===== src/rtl/obstacle_scheduler_pkg.sv =====
// Shared definitions for the obstacle scheduler: gamemode encodings, play-field
// bounds, slot field widths and the LFSR step function.
package obstacle_scheduler_pkg;

  typedef enum logic [1:0] {
    GM_INIT  = 2'b00,
    GM_PLAY  = 2'b01,
    GM_PAUSE = 2'b10,
    GM_END   = 2'b11
  } gamemode_e;

  localparam int PLAY_UPPER = 120;
  localparam int PLAY_LOWER = 360;

  // Slot k on the x bus is {x_right, x_left}, on the y bus {y_bottom, y_top};
  // an empty slot has every field at zero.
  localparam int X_W      = 10;
  localparam int Y_W      = 9;
  localparam int X_SLOT_W = 2 * X_W;
  localparam int Y_SLOT_W = 2 * Y_W;

  // Galois form of x^16 + x^14 + x^13 + x^11 + 1, shifting right.
  localparam logic [15:0] LFSR_TAPS = 16'hB400;

  function automatic logic [15:0] lfsr_next(input logic [15:0] s);
    return s[0] ? ((s >> 1) ^ LFSR_TAPS) : (s >> 1);
  endfunction

endpackage


===== src/rtl/obstacle_lfsr.sv =====
// 16-bit Galois LFSR used for obstacle heights and placement; only the low
// OUT_W bits are exported.
module obstacle_lfsr
  import obstacle_scheduler_pkg::*;
#(
  parameter logic [15:0] SEED  = 16'hACE1,
  parameter int          OUT_W = 7
) (
  input  logic             clk,
  input  logic             rst_n,
  input  logic             step_i,
  input  logic             clr_i,
  output logic [OUT_W-1:0] rnd_o
);

  logic [15:0] state_q;

  always_ff @(posedge clk or negedge rst_n) begin
    if (!rst_n) begin
      state_q <= SEED;
    end else if (clr_i) begin
      state_q <= SEED;
    end else if (step_i) begin
      state_q <= lfsr_next(state_q);
    end
  end

  assign rnd_o = state_q[OUT_W-1:0];

endmodule


===== src/rtl/obstacle_scheduler.sv =====
// Spawns, scrolls and retires obstacles on the scroll tick, and owns the scroll
// speed ramp and the score; the game mode sequences run / freeze / clear.
module obstacle_scheduler
  import obstacle_scheduler_pkg::*;
#(
  parameter int          NUM_OBS     = 10,
  parameter int          SCREEN_W    = 640,
  parameter int          OBS_W       = 40,
  parameter int          UPPER_BOUND = PLAY_UPPER,
  parameter int          LOWER_BOUND = PLAY_LOWER,
  parameter int          MIN_H       = 40,
  parameter int          H_BITS      = 6,
  parameter int          SCROLL_DIV  = 250000,
  parameter int          SPAWN_GAP   = 160,
  parameter int          INIT_SPEED  = 2,
  parameter int          MAX_SPEED   = 8,
  parameter int          RAMP_SPAWNS = 8,
  parameter logic [15:0] LFSR_SEED   = 16'hACE1
) (
  input  logic                         clk,
  input  logic                         rst_n,
  input  logic [1:0]                   gamemode,
  output logic [X_SLOT_W*NUM_OBS-1:0]  obstacle_x,
  output logic [Y_SLOT_W*NUM_OBS-1:0]  obstacle_y,
  output logic [3:0]                   speed,
  output logic [15:0]                  score
);

  localparam int DIV_W = (SCROLL_DIV > 1) ? $clog2(SCROLL_DIV) : 1;
  localparam int IDX_W = (NUM_OBS > 1) ? $clog2(NUM_OBS) : 1;
  localparam int CNT_W = $clog2(NUM_OBS + 1);
  localparam int RC_W  = $clog2(RAMP_SPAWNS + 1);

  localparam logic [DIV_W-1:0] DIV_LAST   = DIV_W'(SCROLL_DIV - 1);
  localparam logic [X_W-1:0]   SPAWN_XL   = X_W'(SCREEN_W - OBS_W);
  localparam logic [X_W-1:0]   SPAWN_XR   = X_W'(SCREEN_W - 1);
  localparam logic [X_W-1:0]   GAP        = X_W'(SPAWN_GAP);
  localparam logic [Y_W-1:0]   Y_UP       = Y_W'(UPPER_BOUND);
  localparam logic [Y_W-1:0]   Y_LO       = Y_W'(LOWER_BOUND);
  localparam logic [Y_W-1:0]   Y_MINH     = Y_W'(MIN_H);
  localparam logic [3:0]       SPEED_INIT = 4'(INIT_SPEED);
  localparam logic [3:0]       SPEED_MAX  = 4'(MAX_SPEED);
  localparam logic [RC_W-1:0]  RAMP_LAST  = RC_W'(RAMP_SPAWNS - 1);

  gamemode_e gm;

  logic [DIV_W-1:0]   div_q, div_d;
  logic [X_W-1:0]     dist_q, dist_d, dist_sum;
  logic [3:0]         speed_q, speed_d;
  logic [15:0]        score_q, score_d;
  logic [RC_W-1:0]    ramp_q, ramp_d;
  logic [NUM_OBS-1:0] valid_q, valid_d;
  logic [X_W-1:0]     xl_q [NUM_OBS];
  logic [X_W-1:0]     xl_d [NUM_OBS];
  logic [X_W-1:0]     xr_q [NUM_OBS];
  logic [X_W-1:0]     xr_d [NUM_OBS];
  logic [Y_W-1:0]     yt_q [NUM_OBS];
  logic [Y_W-1:0]     yt_d [NUM_OBS];
  logic [Y_W-1:0]     yb_q [NUM_OBS];
  logic [Y_W-1:0]     yb_d [NUM_OBS];

  logic               tick, free_found, spawn_go;
  logic [IDX_W-1:0]   free_idx;
  logic [CNT_W-1:0]   n_freed;
  logic [16:0]        score_sum;
  logic [X_W-1:0]     spd_x;
  logic [H_BITS:0]    rnd;
  logic [Y_W-1:0]     h, spawn_top, spawn_bot;

  assign gm   = gamemode_e'(gamemode);
  assign tick = (gm == GM_PLAY) && (div_q == DIV_LAST);

  // The LFSR is never cleared by the init mode so each round gets new shapes.
  obstacle_lfsr #(
    .SEED  (LFSR_SEED),
    .OUT_W (H_BITS + 1)
  ) u_lfsr (
    .clk    (clk),
    .rst_n  (rst_n),
    .step_i (tick),
    .clr_i  (1'b0),
    .rnd_o  (rnd)
  );

  assign h         = Y_MINH + Y_W'(rnd[H_BITS:1]);
  assign spawn_top = rnd[0] ? (Y_LO - h) : Y_UP;
  assign spawn_bot = rnd[0] ? Y_LO : (Y_UP + h);

  always_comb begin
    free_found = 1'b0;
    free_idx   = '0;
    for (int k = NUM_OBS - 1; k >= 0; k--) begin
      if (!valid_q[k]) begin
        free_found = 1'b1;
        free_idx   = IDX_W'(k);
      end
    end
  end

  always_comb begin
    spd_x     = X_W'(speed_q);
    dist_sum  = dist_q + spd_x;
    spawn_go  = tick && free_found && (dist_sum >= GAP);
    div_d     = div_q;
    dist_d    = dist_q;
    speed_d   = speed_q;
    score_d   = score_q;
    ramp_d    = ramp_q;
    valid_d   = valid_q;
    xl_d      = xl_q;
    xr_d      = xr_q;
    yt_d      = yt_q;
    yb_d      = yb_q;
    n_freed   = '0;
    score_sum = {1'b0, score_q};
    case (gm)
      GM_INIT: begin
        div_d   = '0;
        dist_d  = '0;
        speed_d = SPEED_INIT;
        score_d = '0;
        ramp_d  = '0;
        valid_d = '0;
        for (int k = 0; k < NUM_OBS; k++) begin
          xl_d[k] = '0;
          xr_d[k] = '0;
          yt_d[k] = '0;
          yb_d[k] = '0;
        end
      end
      GM_PLAY: begin
        div_d = tick ? '0 : div_q + DIV_W'(1);
        if (tick) begin
          // Every decision below reads pre-tick state, so a slot freed now
          // cannot be refilled until the next tick.
          for (int k = 0; k < NUM_OBS; k++) begin
            if (valid_q[k]) begin
              if (xr_q[k] <= spd_x) begin
                valid_d[k] = 1'b0;
                xl_d[k]    = '0;
                xr_d[k]    = '0;
                yt_d[k]    = '0;
                yb_d[k]    = '0;
                n_freed    = n_freed + CNT_W'(1);
              end else begin
                xr_d[k] = xr_q[k] - spd_x;
                xl_d[k] = (xl_q[k] > spd_x) ? xl_q[k] - spd_x : '0;
              end
            end else if (spawn_go && (free_idx == IDX_W'(k))) begin
              valid_d[k] = 1'b1;
              xl_d[k]    = SPAWN_XL;
              xr_d[k]    = SPAWN_XR;
              yt_d[k]    = spawn_top;
              yb_d[k]    = spawn_bot;
            end
          end
          score_sum = {1'b0, score_q} + 17'(n_freed);
          score_d   = score_sum[16] ? 16'hFFFF : score_sum[15:0];
          if (dist_sum >= GAP) begin
            dist_d = free_found ? (dist_sum - GAP) : GAP;
          end else begin
            dist_d = dist_sum;
          end
          if (spawn_go) begin
            if (ramp_q == RAMP_LAST) begin
              ramp_d  = '0;
              speed_d = (speed_q >= SPEED_MAX) ? SPEED_MAX : speed_q + 4'd1;
            end else begin
              ramp_d = ramp_q + RC_W'(1);
            end
          end
        end
      end
      default: ;
    endcase
  end

  always_ff @(posedge clk or negedge rst_n) begin
    if (!rst_n) begin
      div_q   <= '0;
      dist_q  <= '0;
      speed_q <= SPEED_INIT;
      score_q <= '0;
      ramp_q  <= '0;
      valid_q <= '0;
      for (int k = 0; k < NUM_OBS; k++) begin
        xl_q[k] <= '0;
        xr_q[k] <= '0;
        yt_q[k] <= '0;
        yb_q[k] <= '0;
      end
    end else begin
      div_q   <= div_d;
      dist_q  <= dist_d;
      speed_q <= speed_d;
      score_q <= score_d;
      ramp_q  <= ramp_d;
      valid_q <= valid_d;
      xl_q    <= xl_d;
      xr_q    <= xr_d;
      yt_q    <= yt_d;
      yb_q    <= yb_d;
    end
  end

  always_comb begin
    obstacle_x = '0;
    obstacle_y = '0;
    for (int k = 0; k < NUM_OBS; k++) begin
      obstacle_x[k*X_SLOT_W       +: X_W] = xl_q[k];
      obstacle_x[k*X_SLOT_W + X_W +: X_W] = xr_q[k];
      obstacle_y[k*Y_SLOT_W       +: Y_W] = yt_q[k];
      obstacle_y[k*Y_SLOT_W + Y_W +: Y_W] = yb_q[k];
    end
  end

  assign speed = speed_q;
  assign score = score_q;

endmodule


===== config.mk =====
export PLATFORM = sky130hd
export DESIGN_NAME = obstacle_scheduler
export DESIGN_NICKNAME = d
export VERILOG_FILES = /design/src/rtl/obstacle_scheduler_pkg.sv /design/src/rtl/obstacle_lfsr.sv /design/src/rtl/obstacle_scheduler.sv
export SDC_FILE = /design/constraint.sdc
export NUM_CORES = 1
export LEC_CHECK = 0
export BUFFER_PORTS_ARGS = -buffer_cell sky130_fd_sc_hd__clkbuf_2
export CORE_MARGIN = 3
export CORE_UTILIZATION = 52
export CTS_CLUSTER_DIAMETER = 60
export DETAILED_ROUTE_END_ITERATION = 7
export PLACE_DENSITY_LB_ADDON = 0.12
export RECOVER_POWER = 50
export REMOVE_ABC_BUFFERS = 1
export SLEW_MARGIN = 20
export SYNTH_ARGS = -nofsm -noshare
export SYNTH_HDL_FRONTEND = slang
export SYNTH_SLANG_ARGS = --single-unit

===== constraint.sdc =====
create_clock -name clk -period 9.8 [get_ports clk]
set_clock_uncertainty 0.15 [all_clocks]
set_input_delay 1.47 -clock clk [delete_from_list [all_inputs] [get_ports clk]]
set_output_delay 1.47 -clock clk [all_outputs]
set_load 0.02 [all_outputs]

==> metrics, run 1 <==
status=finished, violations left; failing checks=max-capacitance violations, max-slew violations; Clock Latency Late Sink=0.61 ns; I/O pins=404; Slowest cell on crit path=dfstp_2; buffers and inverters on the worst path=3; cell count after synthesis=2805; Crit Path Max Fanout=14; area added between synthesis and finish=16.2%; Vias per Instance=6.17; Static Leak=13.3 nW; TritonCTS clock tree=done; CTS Root Cell=clkbuf_16; Yosys cell types=77; Slew Limit Fails=349; Non-Filler Instances=3833; clock slew at reported path FFs=0.06 ns; drt first pass iters=6; Synth area leader=dfrtp_1; Initial Util=52.7%; share of cells above drive strength 1=8.67%; Slew headroom=-190%; htree depth=2; CP peak stage delay=0.61 ns; final setup violation count=0; CP startpoint=speed[1]; fin area=0.0293 mm²; most frequent cells in the layout=dfrtp_1, nand2_1, clkbuf_1; Slew @ Worst Pin=4.35 ns; first-pass GRT wire length=129000 µm; Ant. Diodes=0; Area contributors post-synth=dfrtp_1, nand2_1, ha_1, o31ai_1, o21ai_0; initial antenna violation count=0; Hold Crit Class=flop to flop; Hold EP=u_lfsr.state_q[7]; ys async rst share=100%; GPL Wtd Cong=0.917; dpl cells=3736; vias in the first global route=22300; setup_tns=0 ns; Hold Path Depth=2; CP Capture Type=flop; Reg-to-Reg Start=speed[1]; residual DRC count=0; die area=0.0511 mm²; Worst R2R Setup Slack=0.73 ns; postcts setup bufs=0; Hold Vio Cnt, Final=0; Die X=226 µm; post-synthesis average cell area=8.98 µm²; Yosys reg bits=458; Total GRT Usage=31.8%; CTS Sinks=458; # rows=80; Avg WL per Cell=21.8 µm; RR Endpoint=score[7]; Post-layout nets=3308; hold_sp=u_lfsr.state_q[7]; die height=226 µm; detailed placer's ending HPWL=58900 µm; Synth Flop Type=dfrtp_1; most common cell after layout, fill and taps aside=dfrtp_1; post-layout min period=9.07 ns; number of synthesized flops with an enable pin=0; Clock Path Buffers=3; via count=23700; Peak VDD IR=0.130 mV; Post-Route WL=83700 µm; CTS buffer count=53; Max Cap Viol=4; pwr dens=192 mW/mm²; CP Data Arrival Time=9.45 ns; Iteration-0 DRC Markers=1837; Cell Area, Placed=0.0279 mm²; Worst R2R Path Depth=41; RSZ-0062 raised after global routing=false; cell family with most CP delay=simple AND/OR/NAND/NOR gates; Port Buffers=403; CP Depth=41; synthesized cell area=0.0252 mm²; critical path type=flop to flop; WP data required=10.18 ns; Worst setup SP type=flop; fmax=110 MHz; gr ovfl total=0; area share of the largest cell type after synthesis=44.6%; area of the core=0.0478 mm²; largest net degree at the start of global routing=148; post-synthesis sequential area ratio=45.5%; Yosys warnings=0; Routed Antenna Nets=0; fin crit share=92.5%
per-stage QoR:
step                total power, mW  utilization (%)  hold slack [ns]  setup WS, ns
floorplan                      3.14                -            0.289         0.607
global placement               3.65             58.4            0.297         0.553
detailed placement             3.68             58.4            0.300         0.145
CTS                            5.66             62.0            0.311         0.107
global route                   5.88             61.2            0.337        0.0122
finish                         5.62             61.2            0.310         0.730
final cells by class:
cell class | instances | area (µm²)
sequential | 458 | 11500
tap | 615 | 769
inverter | 102 | 383
clock buffer | 79 | 1550
multi-input combinational | 2108 | 12900
clock inverter | 18 | 184
fill | 4284 | 18600
timing repair buffer | 453 | 2000
Yosys cell counts (all sizes together), types with 8 or more instances:
cell       n
o2bb2ai   19
a21o      77
o21ai    294
a211o     10
nand2b    30
o22a      14
or2        8
nand2    442
inv      101
o41ai     15
a31oi     44
and3      20
buf       13
and2      15
fa        22
nand4     26
ha       106
nor2b     18
o21a      12
xor2      36
nor3      60
a22o      13
dfstp      9
o22ai     15
xnor2     46
dfrtp    449
a21oi    201
nand3     43
or3       15
nor2     224
nor4      25
clkbuf   124
o31ai    166
metal layers:
| layer | up-vias | global-route usage, % | routed length, µm |
|---|---|---|---|
| li1 | 10800 | - | - |
| met1 | 11700 | 42.4 | 35200 |
| met2 | 952 | 52.4 | 39000 |
| met3 | 206 | 4.69 | 5590 |
| met4 | 0 | 13.4 | 3870 |
| met5 | - | 0 | 0 |
worst register-to-register path, delay by kind of cell, from the launching register on:
| kind | cells | cell delay (ns) |
|---|---|---|
| XOR/XNOR | 2 | 0.30 |
| multiplexers | 1 | 0.15 |
| adder cells (fa/ha/maj) | 8 | 2.63 |
| AO/OA/AOI/OAI | 13 | 2.13 |
| flip-flops | 1 | 0.61 |
| buffers and inverters | 3 | 0.29 |
| AND/OR/NAND/NOR | 14 | 2.76 |
kinds of logic (layout without fill, tap and decap cells):
group	Yosys count	in the layout	share of synthesized area, %
compound gates	939	939	23.5
mux	3	3	0.129
xor+xnor	85	85	3.30
flops	458	458	45.5
fa+ha+maj	128	128	7.01
buf+inv	239	652	3.62
simple gates	953	953	16.9
registers in the layout, summed over array words and instances, names as in the netlist:
register	flops
score	16
obstacle_x	200
dist_q	10
div_q	18
u_lfsr.state_q	16
obstacle_y	180
ramp_q	4
valid_q	10
speed	4
report_power, final:
part | switching [mW] | internal (mW) | leakage, nW
sequential | 0.185 | 2.05 | 6.12
clock | 0.828 | 1.15 | 0.857
combinational | 0.957 | 0.457 | 6.31
what timing repair did:
action	CTS	global route
hold buffers	0	0
gates resized for setup	0	4
endpoints found under the setup margin	0	16
how the worst max path moves through the flow:
stage	slack [ns]	to
finish	0.73	score[7]
global route	0.01	score[9]
CTS	0.11	score[7]
detailed placement	0.14	score[7]
global placement	0.55	score[11]
floorplan	0.61	score[6]
Power figures use the tool's default switching activity.
==> run 2: changes to the inputs <==
- CELL_PAD_IN_SITES_DETAIL_PLACEMENT: default -> 1
- CELL_PAD_IN_SITES_GLOBAL_PLACEMENT: default -> 2
- CORE_UTILIZATION: 52 -> 35
==> run 2 against run 1 <==
Against the previous run:
- register-to-register slack better by 0.07 ns
- sequential share of layout area is 0.86 points lower
- cell count is 8.9% higher
- combinational power is 4% higher
- largest power group unchanged
- power is 5.0% higher
- the flow still finishes with violations (max-capacitance violations, max-slew violations)
- sequential power hardly changed
==> metrics, run 2 (synthesized netlist as in run 1, its figures left out) <==
status=finished, violations left (unchanged); failing checks=max-capacitance violations, max-slew violations (unchanged); Worst setup SP type=flop (unchanged); Initial Util=35.7% (was 52.7%); Crit Path Max Fanout=14 (unchanged); die height=274 µm (was 226 µm); Slew @ Worst Pin=5.92 ns (was 4.35 ns); gr ovfl total=0 (unchanged); drt first pass iters=5 (was 6); htree depth=2 (unchanged); Vias per Instance=5.61 (was 6.17); Avg WL per Cell=23.4 µm (was 21.8 µm); GPL Wtd Cong=0.865 (was 0.917); Hold WS=0.320 ns (was 0.310 ns); Int Power=3.81 mW (was 3.65 mW); postcts setup bufs=0 (unchanged); Slowest cell on crit path=dfstp_2 (unchanged); Port Buffers=403 (unchanged); sequential group share of total power=37.8% (was 39.7%); area added between synthesis and finish=18.8% (was 16.2%); TritonCTS clock tree=done (unchanged); Switching Power=2.10 mW (was 1.97 mW); fmax=111 MHz (was 110 MHz); Slew headroom=-294% (was -190%); cell family with most CP delay=adder cells (was simple AND/OR/NAND/NOR gates); residual DRC count=0 (unchanged); CTS buffer count=58 (was 53); hold_sp=u_lfsr.state_q[7] (unchanged); Max Cap Viol=4 (unchanged); initial antenna violation count=1 (was 0); Reg-to-Reg Start=speed[1] (unchanged); I/O pins=404 (unchanged); setup_tns=0 ns (unchanged); Hold Vio Cnt, Final=0 (unchanged); WP data required=10.18 ns (about the same); vias in the first global route=24200 (was 22300); Post-layout nets=3320 (was 3308); # rows=97 (was 80); switching share of power=35.5% (was 35.0%); Largest register FFs=200 (unchanged); area of the core=0.0706 mm² (was 0.0478 mm²); final setup violation count=0 (unchanged); Hold Crit Class=flop to flop (unchanged); first-pass GRT wire length=150000 µm (was 129000 µm); Post-Route WL=97500 µm (was 83700 µm); via count=23400 (was 23700); Comb power frac=24.7% (was 25.1%); Die X=274 µm (was 226 µm); post-layout min period=9.00 ns (was 9.07 ns); critical path type=flop to flop (unchanged); Peak VDD IR=0.121 mV (was 0.130 mV); buffers and inverters on the worst path=3 (unchanged); largest net degree at the start of global routing=128 (was 148); clock slew at reported path FFs=0.06 ns (about the same); CP startpoint=speed[1] (unchanged); detailed placer's ending HPWL=69700 µm (was 58900 µm); CP Capture Type=flop (unchanged); CTS Sinks=458 (unchanged); RSZ-0062 raised after global routing=false (unchanged); Clock Path Buffers=3 (unchanged); share of cells above drive strength 1=8.04% (was 8.67%); Static Leak=13.3 nW (about the same); die area=0.0753 mm² (was 0.0511 mm²); Clock Latency Late Sink=0.64 ns (was 0.61 ns); Total GRT Usage=25.4% (was 31.8%); Clock Power Share=37.5% (was 35.2%); fin crit share=91.8% (was 92.5%); Slew Limit Fails=221 (was 349); Iteration-0 DRC Markers=1449 (was 1837); Routed Antenna Nets=0 (unchanged); pwr dens=197 mW/mm² (was 192 mW/mm²); CP Data Arrival Time=9.37 ns (was 9.45 ns); Ant. Diodes=0 (unchanged); most common cell after layout, fill and taps aside=dfrtp_1 (unchanged); CTS Root Cell=clkbuf_16 (unchanged); CP peak stage delay=0.60 ns (was 0.61 ns); most frequent cells in the layout=dfrtp_1, nand2_1, clkbuf_1 (unchanged)
-- run 2: cell count changes in the layout (fill, tap and decap cells not counted), sizes merged --
cell      delta
clkbuf       -4
clkinv       +6
bufinv       +4
buf          +7
clkinvlp     +2
-- run 2: worst paths after layout --
path                       cells past startpoint                end  slack, ns
setup reg to reg                              41           score[4]       0.80
hold / removal                                 2  u_lfsr.state_q[7]       0.32
min in group asynchronous                      1     obstacle_y[93]       2.88
max in group asynchronous                      2           speed[0]       2.50
hold reg to reg                                2  u_lfsr.state_q[7]       0.32
setup / recovery                              41           score[4]       0.80
-- run 2: repair_timing --
item / 4_1_cts / 5_1_grt
hold endpoints to repair: 0 / 0
cloned: 0 / 0
hold buffers: 0 / 0
gates resized for setup: 1 / 6
setup endpoints to repair: 14 / 16
-- run 2: power by group through the flow --
stage | logic, mW | registers (mW) | clock network (mW)
floorplan | 0.750 | 2.40 | 0
global placement | 1.45 | 2.25 | 0
detailed placement | 1.49 | 2.26 | 0
CTS | 1.50 | 2.23 | 2.26
global route | 1.61 | 2.26 | 2.35
finish | 1.46 | 2.23 | 2.22
-- run 2: metal layers --
layer	vias up	share of wire, %	global-route usage (%)
met1	11900	44	33.0
met4	0	2.7	6.86
met3	126	4.4	3.82
met2	482	49	44.2
li1	10900	-	-
met5	-	0	0
-- run 2: worst register-to-register path: cells and delay by family (launching register included) --
family / cells / cell delay, ns
flops: 1 / 0.60
mux: 1 / 0.15
compound gates: 13 / 2.25
fa+ha+maj: 8 / 2.61
buf+inv: 3 / 0.21
xor+xnor: 2 / 0.31
simple gates: 14 / 2.61
-- run 2: area by class of cell --
class                   count  area, µm²
fillers                  8458      40700
flip-flops and latches    458      11500
well taps                 940       1180
clock buffers              75       1590
clock inverters            30        370
multi-input cells        2108      12900
repair buffers            460       2010
inverters                 102        383
-- run 2: through the flow --
stage | power, mW | utilization [%] | cell area [µm²] | setup slack (ns) | instances
final | 5.90 | 42.4 | 29900 | 0.803 | 4173
after CTS | 5.99 | 43.0 | 30400 | 0.0243 | 4173
after global routing | 6.22 | 42.4 | 29900 | 0.0468 | 4173
after detailed placement | 3.75 | 40.2 | 28400 | 0.0171 | 4068
after global placement | 3.71 | 40.2 | 28400 | 0.416 | 4068
after floorplan | 3.14 | - | 24700 | 0.607 | 2668
